**config.mk**
```make
export PLATFORM = sky130hd
export DESIGN_NAME = axi_burst_master
export DESIGN_NICKNAME = d
export VERILOG_FILES = /design/src/rtl/axi_burst_master.sv
export SDC_FILE = /design/constraint.sdc
export NUM_CORES = 1
export LEC_CHECK = 0
export BUFFER_PORTS_ARGS = -buffer_cell sky130_fd_sc_hd__buf_2
export CAP_MARGIN = 25
export CORE_MARGIN = 2
export CORE_UTILIZATION = 36
export CTS_CLUSTER_DIAMETER = 50
export DETAILED_ROUTE_END_ITERATION = 8
export GPL_ROUTABILITY_DRIVEN = 0
export PLACE_DENSITY_LB_ADDON = 0.3
export SLEW_MARGIN = 20
export SYNTH_ARGS = -nofsm -noshare
export SYNTH_HDL_FRONTEND = slang
export SYNTH_SLANG_ARGS = --single-unit
```
**constraint.sdc**
```tcl
create_clock -name M_AXI_ACLK -period 2.1 [get_ports M_AXI_ACLK]
set_input_delay 0.42 -clock M_AXI_ACLK [delete_from_list [all_inputs] [get_ports M_AXI_ACLK]]
set_output_delay 0.42 -clock M_AXI_ACLK [all_outputs]
set_load 0.02 [all_outputs]
```
**src/rtl/axi_burst_master.sv**
```systemverilog
// AXI4 burst initiator: one read or write burst per local command, with
// pass-through local data streams and a per-command completion report.
module axi_burst_master #(
    parameter int C_M_AXI_ID_WIDTH   = 2,
    parameter int C_M_AXI_DATA_WIDTH = 32,
    parameter int C_M_AXI_ADDR_WIDTH = 6
) (
    input  logic                              M_AXI_ACLK,
    input  logic                              M_AXI_ARESETN,
    input  logic                              cmd_valid,
    output logic                              cmd_ready,
    input  logic                              cmd_write,
    input  logic [C_M_AXI_ID_WIDTH-1:0]       cmd_id,
    input  logic [C_M_AXI_ADDR_WIDTH-1:0]     cmd_addr,
    input  logic [7:0]                        cmd_len,
    input  logic [2:0]                        cmd_size,
    input  logic [1:0]                        cmd_burst,
    input  logic [C_M_AXI_DATA_WIDTH-1:0]     wr_data,
    input  logic [C_M_AXI_DATA_WIDTH/8-1:0]   wr_strb,
    input  logic                              wr_valid,
    output logic                              wr_ready,
    output logic [C_M_AXI_DATA_WIDTH-1:0]     rd_data,
    output logic                              rd_last,
    output logic                              rd_valid,
    input  logic                              rd_ready,
    output logic                              done_valid,
    output logic [1:0]                        done_resp,
    output logic                              done_err,
    output logic [C_M_AXI_ID_WIDTH-1:0]       M_AXI_AWID,
    output logic [C_M_AXI_ADDR_WIDTH-1:0]     M_AXI_AWADDR,
    output logic [7:0]                        M_AXI_AWLEN,
    output logic [2:0]                        M_AXI_AWSIZE,
    output logic [1:0]                        M_AXI_AWBURST,
    output logic                              M_AXI_AWVALID,
    input  logic                              M_AXI_AWREADY,
    output logic [C_M_AXI_DATA_WIDTH-1:0]     M_AXI_WDATA,
    output logic [C_M_AXI_DATA_WIDTH/8-1:0]   M_AXI_WSTRB,
    output logic                              M_AXI_WLAST,
    output logic                              M_AXI_WVALID,
    input  logic                              M_AXI_WREADY,
    input  logic [C_M_AXI_ID_WIDTH-1:0]       M_AXI_BID,
    input  logic [1:0]                        M_AXI_BRESP,
    input  logic                              M_AXI_BVALID,
    output logic                              M_AXI_BREADY,
    output logic [C_M_AXI_ID_WIDTH-1:0]       M_AXI_ARID,
    output logic [C_M_AXI_ADDR_WIDTH-1:0]     M_AXI_ARADDR,
    output logic [7:0]                        M_AXI_ARLEN,
    output logic [2:0]                        M_AXI_ARSIZE,
    output logic [1:0]                        M_AXI_ARBURST,
    output logic                              M_AXI_ARVALID,
    input  logic                              M_AXI_ARREADY,
    input  logic [C_M_AXI_ID_WIDTH-1:0]       M_AXI_RID,
    input  logic [C_M_AXI_DATA_WIDTH-1:0]     M_AXI_RDATA,
    input  logic [1:0]                        M_AXI_RRESP,
    input  logic                              M_AXI_RLAST,
    input  logic                              M_AXI_RVALID,
    output logic                              M_AXI_RREADY
);

    typedef enum logic [2:0] {IDLE, WADDR, WDATA, WRESP, RADDR, RDATA, DONE} state_t;

    state_t                          r_state;
    logic [C_M_AXI_ID_WIDTH-1:0]     r_id;
    logic [C_M_AXI_ADDR_WIDTH-1:0]   r_addr;
    logic [7:0]                      r_len;
    logic [2:0]                      r_size;
    logic [1:0]                      r_burst;
    logic [8:0]                      r_cnt;
    logic                            r_awvalid;
    logic                            r_arvalid;
    logic                            r_bready;
    logic                            r_cmd_ready;
    logic                            r_done_valid;
    logic [1:0]                      r_done_resp;
    logic                            r_done_err;

    logic w_wdata_st;
    logic w_rdata_st;
    logic w_w_hs;
    logic w_r_hs;
    logic w_last;

    assign w_wdata_st = (r_state == WDATA);
    assign w_rdata_st = (r_state == RDATA);
    assign w_w_hs     = w_wdata_st && wr_valid && M_AXI_WREADY;
    assign w_r_hs     = w_rdata_st && M_AXI_RVALID && rd_ready;
    // 9-bit counter compare so a 256-beat burst never aliases to beat 0
    assign w_last     = (r_cnt == {1'b0, r_len});

    always_ff @(posedge M_AXI_ACLK or negedge M_AXI_ARESETN) begin
        if (!M_AXI_ARESETN) begin
            r_state      <= IDLE;
            r_id         <= '0;
            r_addr       <= '0;
            r_len        <= '0;
            r_size       <= '0;
            r_burst      <= '0;
            r_cnt        <= '0;
            r_awvalid    <= 1'b0;
            r_arvalid    <= 1'b0;
            r_bready     <= 1'b0;
            r_cmd_ready  <= 1'b1;
            r_done_valid <= 1'b0;
            r_done_resp  <= '0;
            r_done_err   <= 1'b0;
        end else begin
            r_done_valid <= 1'b0;
            case (r_state)
                IDLE: if (cmd_valid) begin
                    r_id        <= cmd_id;
                    r_addr      <= cmd_addr;
                    r_len       <= cmd_len;
                    r_size      <= cmd_size;
                    r_burst     <= cmd_burst;
                    r_cnt       <= '0;
                    r_done_err  <= 1'b0;
                    r_done_resp <= '0;
                    r_cmd_ready <= 1'b0;
                    if (cmd_write) begin
                        r_awvalid <= 1'b1;
                        r_state   <= WADDR;
                    end else begin
                        r_arvalid <= 1'b1;
                        r_state   <= RADDR;
                    end
                end
                WADDR: if (M_AXI_AWREADY) begin
                    r_awvalid <= 1'b0;
                    r_state   <= WDATA;
                end
                WDATA: if (w_w_hs) begin
                    r_cnt <= r_cnt + 9'd1;
                    if (w_last) begin
                        r_bready <= 1'b1;
                        r_state  <= WRESP;
                    end
                end
                WRESP: if (M_AXI_BVALID) begin
                    r_bready     <= 1'b0;
                    r_done_resp  <= M_AXI_BRESP;
                    r_done_err   <= r_done_err | (M_AXI_BID != r_id);
                    r_done_valid <= 1'b1;
                    r_state      <= DONE;
                end
                RADDR: if (M_AXI_ARREADY) begin
                    r_arvalid <= 1'b0;
                    r_state   <= RDATA;
                end
                RDATA: if (w_r_hs) begin
                    r_cnt       <= r_cnt + 9'd1;
                    r_done_resp <= (M_AXI_RRESP > r_done_resp) ? M_AXI_RRESP : r_done_resp;
                    r_done_err  <= r_done_err | (M_AXI_RID != r_id) | (M_AXI_RLAST != w_last);
                    // a missing RLAST must not hang the engine
                    if (M_AXI_RLAST || w_last) begin
                        r_done_valid <= 1'b1;
                        r_state      <= DONE;
                    end
                end
                DONE: begin
                    r_cmd_ready <= 1'b1;
                    r_state     <= IDLE;
                end
                default: r_state <= IDLE;
            endcase
        end
    end

    assign cmd_ready     = r_cmd_ready;
    assign done_valid    = r_done_valid;
    assign done_resp     = r_done_resp;
    assign done_err      = r_done_err;

    assign M_AXI_AWID    = r_id;
    assign M_AXI_AWADDR  = r_addr;
    assign M_AXI_AWLEN   = r_len;
    assign M_AXI_AWSIZE  = r_size;
    assign M_AXI_AWBURST = r_burst;
    assign M_AXI_AWVALID = r_awvalid;
    assign M_AXI_ARID    = r_id;
    assign M_AXI_ARADDR  = r_addr;
    assign M_AXI_ARLEN   = r_len;
    assign M_AXI_ARSIZE  = r_size;
    assign M_AXI_ARBURST = r_burst;
    assign M_AXI_ARVALID = r_arvalid;
    assign M_AXI_BREADY  = r_bready;

    assign M_AXI_WDATA   = wr_data;
    assign M_AXI_WSTRB   = wr_strb;
    assign M_AXI_WVALID  = w_wdata_st & wr_valid;
    assign M_AXI_WLAST   = w_wdata_st & w_last;
    assign wr_ready      = w_wdata_st & M_AXI_WREADY;

    assign M_AXI_RREADY  = w_rdata_st & rd_ready;
    assign rd_valid      = w_rdata_st & M_AXI_RVALID;
    assign rd_data       = M_AXI_RDATA;
    assign rd_last       = w_rdata_st & M_AXI_RLAST;

endmodule

```
---- Word level (Yosys, flattened, before mapping) ----
Index checks and enable logic that the tools add are counted.
storage, ports and cells
  register bits after elaboration ......... 41
  bits in latches ......................... 0
  RAM bits ................................ 0
  memory bits (read-only) ................. 0
  input port bits ......................... 109
  output and inout port bits .............. 124
  logic and storage cells ................. 107
  memories kept ........................... 0
operators by class
  $add $sub $neg .......................... 1
  multiply operators ...................... 0
  divide/modulo/power cells ............... 0
  magnitude comparators ................... 1
  eq/ne operators ......................... 21
  shifts and indexed selects .............. 0
  multiplexer cells ....................... 40
  bitwise logic cells ..................... 9
  reduce and logical (&&, ||, !) cells .... 21
operators with widths
  kind                                                                     number
  3-bit 2-to-1 mux                                                         9
  9-bit 2-to-1 mux                                                         3
  9-bit case mux with 3 select lines                                       1
  4-bit AND reduction                                                      5
  3-bit case mux with 6 select lines                                       1
  1-bit 2-to-1 mux                                                         15
  2-bit inequality test, second input constant                             6
  2-bit by 1-bit inequality test with 1-bit output, second input constant  5
  1-bit case mux with 2 select lines                                       5
  9-bit by 1-bit adder with 9-bit output, second input constant            1
  3-bit equality test, second input constant                               3
  9-bit by 8-bit equality test with 1-bit output                           1
  2-bit 2-to-1 mux                                                         4
  8-bit AND reduction                                                      1
  2-bit nonzero test                                                       4
  1-bit bitwise AND                                                        6
  3-bit by 2-bit equality test with 1-bit output, second input constant    2
  2-bit case mux with 3 select lines                                       1
  3-bit nonzero test                                                       2
  5-bit AND reduction                                                      1
  1-bit logical AND                                                        4
  2-bit inequality test                                                    2
  2-bit AND reduction                                                      2
  3-bit by 1-bit equality test with 1-bit output, second input constant    1
  6 further kinds                                                          8

---- Longest topological paths before layout ----
  word-level depth ........................ 5
  mapped depth ............................ 9

---- Worst setup path before layout ----
OpenSTA, ideal clock, no wires.
  path kind ............................... reg2reg
  from .................................... reg r_len[5] (netlist: M_AXI_ARLEN[5])
  to ...................................... reg r_done_err (netlist: done_err)
  library setup time ...................... 0.125 ns
  data arrival time ....................... 2.043 ns
  path slack .............................. -0.068 ns
  cell stages (with the launch flop) ...... 9
  buffers on the path ..................... 0
  cells stage by stage .................... dfrtp_1 -> xnor2_1 -> nand3_1 -> nor4_1 -> inv_1 -> ha_1 -> o41ai_1 -> a21boi_0 -> mux2_2
on the way
  word-level cells in the longest chain between the ends .. 5
ends and longest elaborated chain
  element                                         RTL line  RTL
  start: declaration                              65        logic [7:0] r_len;
  start signal: assignment                        112       r_len <= cmd_len;
  9-bit by 8-bit equality test with 1-bit output  88        assign w_last = (r_cnt == {1'b0, r_len});
  1-bit inequality test                           152       r_done_err <= r_done_err | (M_AXI_RID != r_id) | (M_AXI_RLAST != w_last);
  1-bit OR                                        152
  1-bit 2-to-1 mux                                149       RDATA: if (w_r_hs) begin
  1-bit case mux with 3 select lines              108       case (r_state)
  end signal: assignment                          141       r_done_err <= r_done_err | (M_AXI_BID != r_id);
  end signal: assignment                          152
  end: declaration                                75        logic r_done_err;
No other way between the ends. The select of a mux whose other input is x is not followed.
A chain may end at the register's enable or synchronous reset.

---- Worst setup path in the final report ----
  from .................................... reg r_cnt[6]
  to ...................................... out M_AXI_WLAST
on the way
  word-level cells in the longest chain between the ends .. 2
ends and longest elaborated chain
  element                                         RTL line  RTL
  start: declaration                              68        logic [8:0] r_cnt;
  start signal: assignment                        132       r_cnt <= r_cnt + 9'd1;
  start signal: assignment                        150       r_cnt <= r_cnt + 9'd1;
  9-bit by 8-bit equality test with 1-bit output  88
  1-bit bitwise AND                               190       assign M_AXI_WLAST = w_wdata_st & w_last;
  end: declaration                                38        output logic M_AXI_WLAST,
No other way between the ends.

==> impl_metrics.ini <==
[status]
status = finished, violations left
failed_checks = negative setup slack

[detailed_routing]
antenna_left = 0
via_per_inst = 4.85
wl_per_cell_um = 14.5
drt_iter0_drc = 84
drc = 0
drt-total-wl_um = 6220
vias = 2085
drtPass1Iterations = 5

[hold_path]
whs_path_depth = 2
hold_path_class = in -> reg
whs_endpoint = M_AXI_ARLEN[7]
worstHoldStart = cmd_len[7]

[timing]
finalHoldViolations = 0
worst_clock_skew_ns = 0.00921
clock.fmax_ghz = 0.471
setup_viol = 1
slew-limit-headroom = 0.769
setup_ws_ns = -0.0240
worst_slew_pin_slew_ns = 0.346
rsz0062_at_grt = true
min_period_ns = 2.12
fin_crit_sh = 1.01
fin_hold_ws_ns = 0.346
drv_slew = 0

[global_routing]
antenna_found_initial = 0
gr-total-overflow = 0
grt_pass1_wl_um = 9760
grt_pass1_vias = 1981
grtUsageTotal = 0.142
grt_max_degree = 25

[worst_setup_path]
r2r_cells = 8
r2r-start = r_cnt[6]
reg2reg_to = done_err
worstPathRequired_ns = 1.68
cp_max_fo = 2
worstPathArrival_ns = 1.70
startpoint_type = flip-flop
rrSetupSlack_ns = 0.16
critPathCaptureType = output pin
worstSetupPathType = reg -> out

[logic_synthesis]
ys_ff_latch = 41
synth-main-ff-cell = dfrtp_1
syn_area_sq_um = 2910
synth_nets = 409
postSynthAreaPerCell_sq_um = 9.82
yosysWarnings = 0
yosysSeqAreaShare = 0.354
ys_types = 53
synthArstFlopShare = 1.00
synthCells = 296
synth_edf_count = 0

[placement]
dpl.hpwl_um = 4720
placed_cell_area_sq_um = 2980
dp_cells = 419
io_buffers = 96

[clock_network]
clkSinkCount = 41
cts_made_buffers = 5
clock_latency_ns = 0.30
cts_buffer_depth = 2
clk_pin_slew_worst_paths_ns = 0.08
cts.htree.levels = 2
cts_tree = yes
clockRootBuffer = clkbuf_8

[power_and_ir_drop]
p_total_uw = 4930
p_per_area_nw_per_um2 = 1550
max-vdd-ir-drop_mv = 0.719
leakagePower_uw = 0.00157

[floorplanning]
die_w_um = 93.8
initial_core_util = 0.374
design.portCount = 233
coreArea_sq_um = 7770
rows = 32
die_height_um = 93.8
dieArea_sq_um = 8810

[cells_and_area]
fin_cells = 430
fin_nets = 440
final-seq-area_sq_um = 1030
n_antenna_cell = 0
final_core_util = 0.411
drive_gt1_frac = 0.534
multi_input_area_sq_um = 1190
fillers = 793
final_area_sq_um = 3190
synthToLayoutAreaGrowth_pct = 9.91

[flow_run]
cap_violations = 0
## cell usage in the layout, fill, tap and decap left out, types with 2 or more instances in the layout
cell,count
a21oi_1,9
a22o_1,2
a31oi_1,3
and2_1,3
and3_1,6
and3_4,2
buf_2,95
buf_4,25
clkbuf_8,5
dfrtp_1,37
dfrtp_2,3
ha_1,3
inv_1,7
mux2_2,22
mux2i_1,2
nand2_1,16
nand2b_1,2
nor2_1,10
nor2b_1,5
nor3_1,3
o21ai_0,12
o31ai_1,3
xnor2_1,5
xnor2_2,3
xor2_1,7
## flip-flops by register name, indices dropped and copies added (netlist names), 2 cells and up
signal and cells:
r_cnt 9, r_state 3, M_AXI_ARADDR 6, M_AXI_ARBURST 2, M_AXI_ARID 2, M_AXI_ARLEN 8
done_resp 2, M_AXI_ARSIZE 3
## cells in the mapped netlist, types with 2 or more instances
library cell   n  area share
nand3_1        2      0.0034
inv_1          7      0.0090
nand2b_1       2      0.0043
nor3_1         3      0.0052
xnor2_1        8       0.024
o31ai_1        3      0.0078
a22o_1         2      0.0060
buf_6          3       0.012
o21ai_0       12       0.021
clkbuf_1       2      0.0026
dfrtp_1       40        0.34
nor2_1        10       0.013
nor2b_1        5       0.011
mux2i_1        2      0.0069
and2_1         3      0.0065
a21oi_1        9       0.016
ha_1           4       0.017
nand2_1       16       0.021
and3_1         7       0.015
xor2_1         7       0.021
buf_4         92        0.24
a31oi_1        3      0.0065
buf_2          2      0.0034
mux2_2        22       0.085
a21boi_0       2      0.0052
## worst max-delay path, stage by stage (launching register included)
cell	delay [ns]
dfrtp_1	0.42
xnor2_2	0.18
nand3_2	0.11
nor4_4	0.24
buf_4	0.17
and3_4	0.17
buf_6	0.11
## cells by family after synthesis
group,count (synthesis),share of synthesized area
compound gates,46,0.109
xor+xnor,15,0.0452
fa+ha+maj,4,0.0172
buf+inv,106,0.264
flops,41,0.354
mux,25,0.0960
simple gates,59,0.115
## where the power goes
| group | internal (uW) | switching, uW | total (uW) |
|---|---|---|---|
| clock network | 356 | 298 | 654 |
| logic | 1250 | 1650 | 2890 |
| registers | 1110 | 274 | 1390 |
| total | 2710 | 2220 | 4930 |
## worst max-delay path by stage
stage | from | endpoint | slack [ns] | depth (start not counted)
floorplan | M_AXI_ARLEN[5] | done_err | 0.02 | 8
global placement | M_AXI_ARLEN[6] | done_err | -0.02 | 8
detailed placement | M_AXI_ARLEN[2] | done_err | -0.08 | 8
CTS | M_AXI_ARLEN[2] | M_AXI_WLAST | -0.10 | 6
global route | r_cnt[6] | M_AXI_WLAST | -0.14 | 6
finish | r_cnt[6] | M_AXI_WLAST | -0.02 | 6
## routing by layer
metal  up-vias  wire length [um]  part of all wire  global-route usage
met5         -                 0                 0                   0
li1        980                 -                 -                   -
met4         0               197             0.032              0.0761
met1       986              2550              0.41               0.176
met3        27               532             0.086              0.0433
met2        92              2930              0.47               0.219
## through the flow
step / setup WS [ns] / setup TNS (ns)
global placement: -0.0174 / -0.0174
CTS: -0.104 / -0.104
floorplan: 0.0165 / 0
global route: -0.137 / -0.137
detailed placement: -0.0756 / -0.0756
finish: -0.0240 / -0.0240
## area by class of cell
cell class | instances | share of cell area
well taps | 102 | 0.0400
inverters | 7 | 0.00823
flip-flops and latches | 41 | 0.323
multi-input cells | 149 | 0.372
clock buffers | 5 | 0.0216
repair buffers | 123 | 0.221
clock inverters | 3 | 0.0145
## timing repair
item                                    4_1_cts  5_1_grt
endpoints found under the setup margin        2        4
buffers inserted                              1        1
hold buffers                                  1        0
pin swaps                                     4        3
resized for setup                             5        7
cloned                                        0        0
hold endpoints to repair                      7        0
(Power assumes the default switching activity.)
